--- config.mk ---
export PLATFORM = sky130hd
export DESIGN_NAME = output_drain_ctrl
export DESIGN_NICKNAME = d
export VERILOG_FILES = /design/src/rtl/output_drain_ctrl.sv
export SDC_FILE = /design/constraint.sdc
export NUM_CORES = 1
export LEC_CHECK = 0
export ABC_CLOCK_PERIOD_IN_PS = 5100
export CORE_MARGIN = 1
export CORE_UTILIZATION = 56
export CTS_BUF_LIST = sky130_fd_sc_hd__clkbuf_8
export DETAILED_ROUTE_END_ITERATION = 8
export PLACE_DENSITY_LB_ADDON = 0.1
export SLEW_MARGIN = 0
export SYNTH_ARGS = -nofsm -noshare
export SYNTH_HDL_FRONTEND = slang
export SYNTH_SLANG_ARGS = --single-unit
--- constraint.sdc ---
create_clock -name clk -period 5.1 [get_ports clk]
set_clock_uncertainty 0.05 [all_clocks]
set_input_delay 1.02 -clock clk [delete_from_list [all_inputs] [get_ports clk]]
set_output_delay 1.02 -clock clk [all_outputs]
set_load 0.02 [all_outputs]
--- src/rtl/output_drain_ctrl.sv ---
// rtl/output_drain_ctrl.sv - drains a programmed output-buffer address range into a valid/ready stream
// Sequential reads feed a 2-entry skid FIFO so the 1-cycle read latency never drops or repeats a word.
module output_drain_ctrl #(
  parameter int DATA_WIDTH   = 16,
  parameter int BUFFER_DEPTH = 256,
  parameter int ADDR_WIDTH   = 8
) (
  input  logic                  clk,
  input  logic                  rst,
  input  logic                  start,
  input  logic [ADDR_WIDTH-1:0] base_addr,
  input  logic [ADDR_WIDTH:0]   length,
  output logic                  busy,
  output logic                  done,
  output logic                  buf_rd_en,
  output logic [ADDR_WIDTH-1:0] buf_rd_addr,
  input  logic [DATA_WIDTH-1:0] buf_rd_data,
  input  logic                  buf_rd_valid,
  output logic                  m_valid,
  input  logic                  m_ready,
  output logic [DATA_WIDTH-1:0] m_data,
  output logic                  m_last
);

  typedef enum logic [1:0] {S_IDLE, S_RUN, S_DONE} state_t;

  state_t                state;
  logic [ADDR_WIDTH-1:0] rd_ptr;
  logic [ADDR_WIDTH:0]   issue_cnt;
  logic [ADDR_WIDTH:0]   beat_cnt;
  logic                  inflight;
  logic [DATA_WIDTH-1:0] fifo_mem [2];
  logic                  wr_idx;
  logic                  rd_idx;
  logic [1:0]            fifo_count;

  logic                  pop;
  logic                  push;
  logic [2:0]            occupancy;

  assign pop       = m_valid & m_ready;
  assign push      = buf_rd_valid & inflight;
  assign occupancy = {1'b0, fifo_count} + {2'b00, inflight};

  // Words already read but not yet consumed may never exceed the FIFO's two slots.
  assign buf_rd_en   = (state == S_RUN) && (issue_cnt != '0) &&
                       (occupancy < (3'd2 + {2'b00, pop}));
  assign buf_rd_addr = rd_ptr;

  assign m_valid = (fifo_count != 2'd0);
  assign m_data  = fifo_mem[rd_idx];
  assign m_last  = m_valid && (beat_cnt == (ADDR_WIDTH+1)'(1));
  assign busy    = (state != S_IDLE);
  assign done    = (state == S_DONE);

  always_ff @(posedge clk or posedge rst) begin
    if (rst) begin
      state       <= S_IDLE;
      rd_ptr      <= '0;
      issue_cnt   <= '0;
      beat_cnt    <= '0;
      inflight    <= 1'b0;
      fifo_mem[0] <= '0;
      fifo_mem[1] <= '0;
      wr_idx      <= 1'b0;
      rd_idx      <= 1'b0;
      fifo_count  <= 2'd0;
    end else begin
      case (state)
        S_IDLE: begin
          if (start) begin
            rd_ptr    <= base_addr;
            issue_cnt <= length;
            beat_cnt  <= length;
            state     <= (length == '0) ? S_DONE : S_RUN;
          end
        end
        S_RUN: begin
          if (buf_rd_en) begin
            rd_ptr    <= (rd_ptr == ADDR_WIDTH'(BUFFER_DEPTH-1)) ? '0 : rd_ptr + 1'b1;
            issue_cnt <= issue_cnt - 1'b1;
          end
          if (pop && m_last) state <= S_DONE;
        end
        default: state <= S_IDLE;
      endcase

      // A return with nothing outstanding (e.g. straddling reset release) is dropped.
      if (buf_rd_en)  inflight <= 1'b1;
      else if (push)  inflight <= 1'b0;

      if (push) begin
        fifo_mem[wr_idx] <= buf_rd_data;
        wr_idx           <= ~wr_idx;
      end
      if (pop) begin
        rd_idx   <= ~rd_idx;
        beat_cnt <= beat_cnt - 1'b1;
      end
      case ({push, pop})
        2'b10:   fifo_count <= fifo_count + 2'd1;
        2'b01:   fifo_count <= fifo_count - 2'd1;
        default: fifo_count <= fifo_count;
      endcase
    end
  end

  no_fifo_overflow: assert property (@(posedge clk) disable iff (rst) !(push && fifo_count == 2'd2));

endmodule

Yosys cells after proc, flatten, opt, wreduce, memory -nomap -nowiden
Index checks and enable logic that the tools add are counted.

storage, ports and cells
  register bits = 65
  bits of input ports = 38
  output and inout bits = 29
  word-level logic and storage cells = 76

cells by class
  add/sub/neg operators = 7
  order comparisons = 4
  equality and inequality tests = 9
  mux-type cells = 22
  bitwise logic cells = 6
  reduce and logical (&&, ||, !) cells = 18

operators with widths
  kind                 number
  $mux 16              4
  $mux 9               4
  $bwmux 32            1
  $mux 8               3
  $pmux 9 s2           1
  $sub 9x1->9 const B  2
  $demux 16 s1         1
  $pmux 8 s2           1
  $reduce_bool 2->1    7
  $eq 9x1->1 const B   1
  $logic_not 9->1      1
  $reduce_bool 9->1    1
  $add 8x1->8 const B  1
  $eq 8x8->1 const B   1
  $pmux 2 s2           2
  $mux 2               3
  $logic_and 1x1->1    5
  $eq 2x1->1 const B   2
  $eq 2x2->1 const B   2
  $ge 2x2->1 const B   2
  $ne 2x2->1 const B   2
  $not 1->2            2
  $reduce_and 2->1     2
  $add 2x1->3          1
  other kinds (11)     14

Longest topological paths before layout
Gate-level depths: netlist of the first run.

  depth after elaboration = 7
  mapped depth = 7
  depth with buffers taken out = 7

Least setup slack after synthesis of the first run
Ideal clock, no wire load.

  path kind = input port to output port
  from = input port m_ready
  to = output port buf_rd_en
  data arrival time = 1.745 ns
  required time = 4.030 ns
  slack = 2.285 ns
  stages = 5
  buffers on the path = 0
  cells stage by stage = o21ai_1 -> inv_1 -> o211ai_4 -> or2_4 -> inv_4

between the ends
  word-level cells in the longest chain between the ends = 4

RTL lines
  item               line  text
  from (decl)        20    input logic m_ready,
  $and 1x1->1        41    assign pop = m_valid & m_ready;
  $add 2x1->3        47    (occupancy < (3'd2 + {2'b00, pop}));
  $lt 3x3->1         47
  $logic_and 1x1->1  46    assign buf_rd_en = (state == S_RUN) && (issue_cnt != '0) &&
  to (decl)          15    output logic buf_rd_en,

Every way passes these cells.

Final worst setup path of the first run
Same ends and word-level chain as after synthesis.

==> flow_summary_export.csv, run 1 <==
group,metric,value,unit
worst_setup_path,critPathArrivalTime,3.25,ns
timing,period_minus_slack,4.32,ns
clocking,numCtsBuffers,9,
global_routing,grt_util_all_layers,25.7,%
placement,post-dp-hpwl,5.53,mm
detailed_routing,detail_route.iter0.violations,184,
pwr,max-vdd-ir-drop,0.000398,V
die,core_area,5990,µm²
timing,fmax,232,MHz
synth,dominantRegCellSynth,"dfrtp_1",
global_routing,first_global_vias,2671,
worst_setup_path,crit_start,"m_ready",
timing,timing.final.crit_share,84.6,%
detailed_routing,detail_route.wl_per_cell,16.8,µm
synth,synth_top_area_cell,"dfrtp_1",
detailed_routing,post_route_ant_nets,0,
pwr,power.density_cell_area,721,nW/µm²
finish,fill_cells,427,
placement,worst_setup_slack_before_clock_tree_synthesis,0.798,ns
synth,async_reset_ff_share,100,%
worst_setup_path,worst-path-max-fanout,12,
timing,final_critical_path_setup_slack,0.784,ns
worst_setup_path,cp.required,4.03,ns
synth,synth_cell_type_count,51,
synth,number_of_synthesized_register_bits,65,
timing,max_slew.worst_pin.slew,1.05,ns
worst_setup_path,crit_path_start_kind,"input port",
detailed_routing,viasPerCell,5.88,
detailed_routing,drc,0,
die,row_count,28,
synth,yosys_warnings,0,
synth,mappedNetlistArea,3510,µm²
clocking,clk_latency,0.35,ns
clocking,tritoncts,"done",
clocking,postCtsSetupRepairBufs,0,
clocking,post_cts_resize_count,0,
clocking,clkSinkCount,65,
worst_setup_path,reg2reg_setup_slack,2.84,ns
status,outcome,"complete, no violations",
detailed_routing,drt_first_pass_iters,4,
finish,layout-drive-gt1-share,23.3,%
finish,nNetsFinal,430,
synth,synth_top_cell_area_share,46.3,%
timing,setup_viol_count_final,0,
synth,yosysSeqAreaShare,46.3,%
die,ios,67,
clocking,htree_levels,3,
clocking,clk_transition_reported_paths,0.07,ns
timing,grt_setup_unrepaired,"no",
detailed_routing,vias,2734,
synth,synth_edf_count,0,
die,fp.dieH,81.2,µm
timing,report.final.slew_viol_count,0,
worst_setup_path,worst_r2r_path_depth,6,
finish,layout_commonest_cell,"clkdlybuf4s50_1",
global_routing,grt_pass1_wl,12.6,mm
synth,netlist_top_cells_area,"dfrtp_1 (46%), mux2_2 (15%), o221ai_2 (3.4%)",
detailed_routing,total_detailed_routing_wirelength,7.81,mm
finish,antenna_cells,0,
synth,synthCells,319,
hold_path,hold_start,"fifo_mem[9]$_DFFE_PP0P_",
worst_setup_path,worstSetupEndpointType,"primary output",
global_routing,antenna_found_initial,0,
timing,timing.max_slew.rel_slack,30.0,%
synth,mappedNetlistNets,364,
die,start_util,58.6,%
clocking,clock_path_buffers,2,
synth,syn_area_per_cell,11.0,µm²
placement,buffer_ports.inserted,66,
worst_setup_path,path_class,"in -> out",
die,die_area,6590,µm²
worst_setup_path,r2r_end,"buf_rd_addr[1]$_DFFE_PP0P_",
hold_path,min-delay-path-class,"reg -> reg",
hold_path,hold-path-endpoint,"fifo_mem[9]$_DFFE_PP0P_",
clocking,clk_tree_root_cell,"clkbuf_8",
timing,hold_viol,0,
hold_path,timing.hold.worst_path_depth,1,
worst_setup_path,worst_r2r_startpoint,"issue_cnt[0]$_DFFE_PP0P_",
finish,layout-area-overhead-vs-synth,26.1,%
global_routing,globalRouteOverflowTotal,0,
die,floorplan.die.width,81.2,µm
finish,leading_cell_types_in_the_layout_fill_and_taps_excluded,"clkdlybuf4s50_1 (66), dfrtp_1 (65), mux2_2 (48), nand2_1 (24), nor2_1 (23)",
timing,setup_total_negative_slack,0,ns
flow_run,max_cap_violation_count,0,
clocking,holdBufCountCts,0,
global_routing,largest_net_degree_at_the_start_of_global_routing,39,
pwr,p_leak,1.84,nW
placement,gp_congestion,0.871,
[final cells by class]
type                    count  area, µm²  share of cell area, %
clock buffers              10        138                   3.11
clock inverters             6       65.1                   1.47
inverters                  11       43.8                  0.989
multi-input cells         229       1780                   40.2
flip-flops and latches     65       1630                   36.7
well taps                  75       93.8                   2.12
repair buffers             69        683                   15.4
[synthesized netlist by cell type, types with 2 or more instances]
cell type   n
a31oi_1     3
a221o_1     2
nand4_1     2
nand3_1     9
o211ai_1    6
nand2_1    24
nor2_1     23
o221ai_2    8
or3b_2      2
and2_1      2
or2_2       3
inv_1      10
nor3b_1     6
and3_1      2
mux2_2     48
o21ai_0    10
mux2i_1     3
a22oi_1     8
clkbuf_1   10
a221oi_2    2
xnor2_1     4
nor3_1      8
ha_1        7
o21ai_1     4
nand3b_1    4
a311oi_1    3
buf_1       3
dfrtp_1    65
nor4_1      3
a21oi_1    14
[flip-flops by register name (all words and copies together) (netlist names)]
name / flops
issue_cnt: 9
wr_idx: 1
buf_rd_addr: 8
state: 2
beat_cnt: 9
fifo_mem: 32
inflight: 1
rd_idx: 1
fifo_count: 2
[per-stage QoR]
stage	hold slack (ns)	instance area (µm²)	power, mW	instances	util [%]
6_report	0.455	4430	3.19	465	73.9
5_1_grt	0.469	4430	3.41	465	73.9
4_1_cts	0.458	4430	3.21	465	73.9
3_5_place_dp	0.440	4230	2.75	449	70.5
3_3_place_gp	0.430	4230	2.70	449	70.5
2_1_floorplan	0.411	3510	2.24	319	-
[critical path, stage by stage]
cell and delay, ns:
clkdlybuf4s50_1 0.46, o21ai_1 0.06, buf_4 0.18, inv_1 0.29, o211ai_4 0.15, or2_4 0.31, inv_4 0.14, clkdlybuf4s50_1 0.62
[per-layer routing]
metal | vias to the layer above | global-route usage [%] | wire length, µm
li1 | 1312 | - | -
met1 | 1340 | 34.5 | 3510
met2 | 76 | 40.8 | 3780
met3 | 6 | 6.29 | 444
met4 | 0 | 8.75 | 83
met5 | - | 0 | 0
[worst max-delay path by stage]
stage	end	slack (ns)	cells after the start
3_5_place_dp	buf_rd_en	0.80	8
6_report	buf_rd_en	0.78	8
3_3_place_gp	buf_rd_en	0.82	8
5_1_grt	buf_rd_en	0.69	8
4_1_cts	buf_rd_en	0.80	8
2_1_floorplan	buf_rd_en	2.28	5
[where the power goes]
part,leakage (nW),internal [mW],switching (mW)
Combinational,0.974,0.867,0.883
Sequential,0.761,0.766,0.225
Clock,0.103,0.240,0.213
[cells by family (layout without fill, tap and decap cells)]
group | Yosys count | in the layout | synth area share [%]
simple gates | 97 | 97 | 14.6
compound gates | 68 | 68 | 15.6
flops | 65 | 65 | 46.3
mux | 52 | 52 | 16.7
buf+inv | 25 | 96 | 3.06
fa+ha+maj | 7 | 7 | 2.49
xor+xnor | 5 | 5 | 1.25
No activity file was read; power rests on OpenSTA's default activity.
==> run 2: changes to the inputs <==
ABC_CLOCK_PERIOD_IN_PS = 4000   (was 5100)
CORE_UTILIZATION = 54   (was 56)
clock period = 4 ns   (was 5.1 ns; I/O delays follow)
==> run 2 against run 1 <==
Net effect: clock power rose by 28%; utilization fell by 3.5 points; sequential power rose by 27%; non-clock buffer count rose by 2; final cell count rose by 0.86%; die area rose by 3.6%; largest power group unchanged; critical path type is now reg -> out; power rose by 29%; count of clock-buffer cells in the layout fell by 1.
==> flow_summary_export.csv, run 2 (synthesis gave the netlist of run 1 again) <==
group,metric,value,unit
status,outcome,"complete, no violations",
finish,nNetsFinal,432,
timing,setup_total_negative_slack,0,ns
placement,gp_congestion,0.832,
finish,register_bank_with_the_most_flops,"fifo_mem",
worst_setup_path,crit_path_start_kind,"register",
die,die_area,6830,µm²
die,row_count,29,
worst_setup_path,critPathCapture,"buf_rd_en",
global_routing,largest_net_degree_at_the_start_of_global_routing,44,
placement,buffer_ports.inserted,66,
global_routing,antenna_found_initial,0,
finish,finish.cell_count_without_fillers,469,
worst_setup_path,critPathMaxStageDelay,0.62,ns
timing,setup_viol_count_final,0,
flow_run,max_cap_violation_count,0,
detailed_routing,viasPerCell,5.93,
worst_setup_path,worst_path_most_repeated_cell,"ha_1",
die,core_area,6310,µm²
detailed_routing,total_detailed_routing_wirelength,8.13,mm
timing,timing.max_slew.rel_slack,45.3,%
finish,leading_cell_types_in_the_layout_fill_and_taps_excluded,"clkdlybuf4s50_1 (66), dfrtp_1 (65), mux2_2 (48), nand2_1 (24), nor2_1 (23)",
global_routing,first_global_vias,2643,
finish,finish.instance_area,4440,µm²
worst_setup_path,worst-path-max-fanout,9,
global_routing,grt_util_all_layers,25.5,%
clocking,post_cts_resize_count,0,
finish,layout-drive-gt1-share,23.7,%
detailed_routing,route.met3.wl,542,µm
clocking,htree_levels,3,
die,ios,67,
placement,post-dp-hpwl,5.61,mm
finish,layout_commonest_cell,"clkdlybuf4s50_1",
detailed_routing,vias,2781,
clocking,clkSinkCount,65,
clocking,clk_transition_reported_paths,0.07,ns
pwr,max-vdd-ir-drop,0.000529,V
placement,detailed_place.area,4240,µm²
timing,grt_setup_unrepaired,"no",
finish,largest_register_ff_count,32,
timing,hold_viol,0,
finish,layout-area-overhead-vs-synth,26.5,%
detailed_routing,top_layer_used,"met4",
finish,layout.area.seq,1630,µm²
worst_setup_path,worstPathCellList,"ha_1 -> ha_1 -> a21oi_1 -> o211ai_4 -> or2_4 -> inv_4 -> clkdlybuf4s50_1",
finish,fill_cells,487,
die,start_util,55.6,%
worst_setup_path,path_class,"reg -> out",
timing,max_slew.worst_pin.slew,0.819,ns
timing,report.final.slew_viol_count,0,
timing,timing.hold.ws,0.455,ns
timing,timing.final.crit_share,91.0,%
timing,period_minus_slack,3.64,ns
worst_setup_path,worst_r2r_startpoint,"issue_cnt[0]$_DFFE_PP0P_",
clocking,clock_path_buffers,2,
placement,place.detailed.instances,453,
detailed_routing,detail_route.iter0.violations,134,
finish,antenna_cells,0,
clocking,numCtsBuffers,9,
detailed_routing,drt_first_pass_iters,4,
worst_setup_path,critPathArrivalTime,2.79,ns
worst_setup_path,cp.required,3.15,ns
worst_setup_path,r2r_end,"buf_rd_addr[1]$_DFFE_PP0P_",
worst_setup_path,timing.critical_path.slowest_stage_cell,"clkdlybuf4s50_1",
worst_setup_path,worst_r2r_path_depth,6,
detailed_routing,detail_route.wl_per_cell,17.3,µm
finish,top_regs,"fifo_mem (32), beat_cnt (9), issue_cnt (9)",
detailed_routing,met1Wirelength,3.66,mm
die,fp.dieH,82.6,µm
worst_setup_path,reg2reg_setup_slack,1.77,ns
clocking,tritoncts,"done",
detailed_routing,post_route_ant_nets,0,
global_routing,globalRouteOverflowTotal,0,
die,floorplan.die.width,82.6,µm
worst_setup_path,crit_start,"fifo_count[0]$_DFFE_PP0P_",
clocking,clk_tree_root_cell,"clkbuf_8",
pwr,power.density_cell_area,924,nW/µm²
hold_path,min-delay-path-class,"reg -> reg",
worst_setup_path,worstSetupEndpointType,"primary output",
clocking,postCtsSetupRepairBufs,0,
timing,fmax,275,MHz
pwr,p_leak,1.84,nW
global_routing,grt_pass1_wl,12.7,mm
clocking,holdBufCountCts,0,
detailed_routing,met2WireLength,3.76,mm
clocking,clk_latency,0.36,ns
finish,multi_input_comb_area,1780,µm²
detailed_routing,drc,0,
-- run 2: worst min path at each step --
stage	startpoint	end	slack [ns]	cells after the start
3_5_place_dp	fifo_mem[5]$_DFFE_PP0P_	fifo_mem[5]$_DFFE_PP0P_	0.44	1
6_report	fifo_mem[1]$_DFFE_PP0P_	fifo_mem[1]$_DFFE_PP0P_	0.45	1
5_1_grt	fifo_mem[28]$_DFFE_PP0P_	fifo_mem[28]$_DFFE_PP0P_	0.47	1
3_3_place_gp	fifo_mem[29]$_DFFE_PP0P_	fifo_mem[29]$_DFFE_PP0P_	0.43	1
2_1_floorplan	wr_idx$_DFFE_PP0P_	wr_idx$_DFFE_PP0P_	0.41	2
4_1_cts	fifo_mem[1]$_DFFE_PP0P_	fifo_mem[1]$_DFFE_PP0P_	0.46	1
-- run 2: routing by layer --
layer  track usage [%]  vias to the layer above
li1                  -                     1325
met1              33.3                     1344
met2              39.4                       95
met3              7.03                       17
met4              11.6                        0
met5                 0                        -
-- run 2: critical path: cells and delay by family (launching register included) --
family                   cells  cell delay, ns
buffers and inverters        2            0.77
adder cells (fa/ha/maj)      2            0.51
flip-flops                   1            0.44
AO/OA/AOI/OAI                2            0.41
AND/OR/NAND/NOR              1            0.31
-- run 2: cell type report --
class	count	share of cell area, %
inverter	11	0.985
clock inverter	7	1.75
sequential	65	36.6
tap	77	2.17
clock buffer	9	2.79
multi-input combinational	229	40.0
timing repair buffer	71	15.7
-- run 2: through the flow --
step	total power [mW]	util [%]	setup slack, ns
finish	4.11	70.4	0.358
global route	4.39	70.4	0.219
CTS	4.13	70.4	0.343
detailed placement	3.53	67.2	0.485
global placement	3.46	67.2	0.495
floorplan	2.85	-	1.45
-- run 2: power breakdown --
group          internal (mW)  switching, mW  total (mW)
Sequential             0.977          0.288        1.26
Clock                  0.293          0.288       0.581
Combinational           1.12           1.15        2.26
Total                   2.39           1.72        4.11
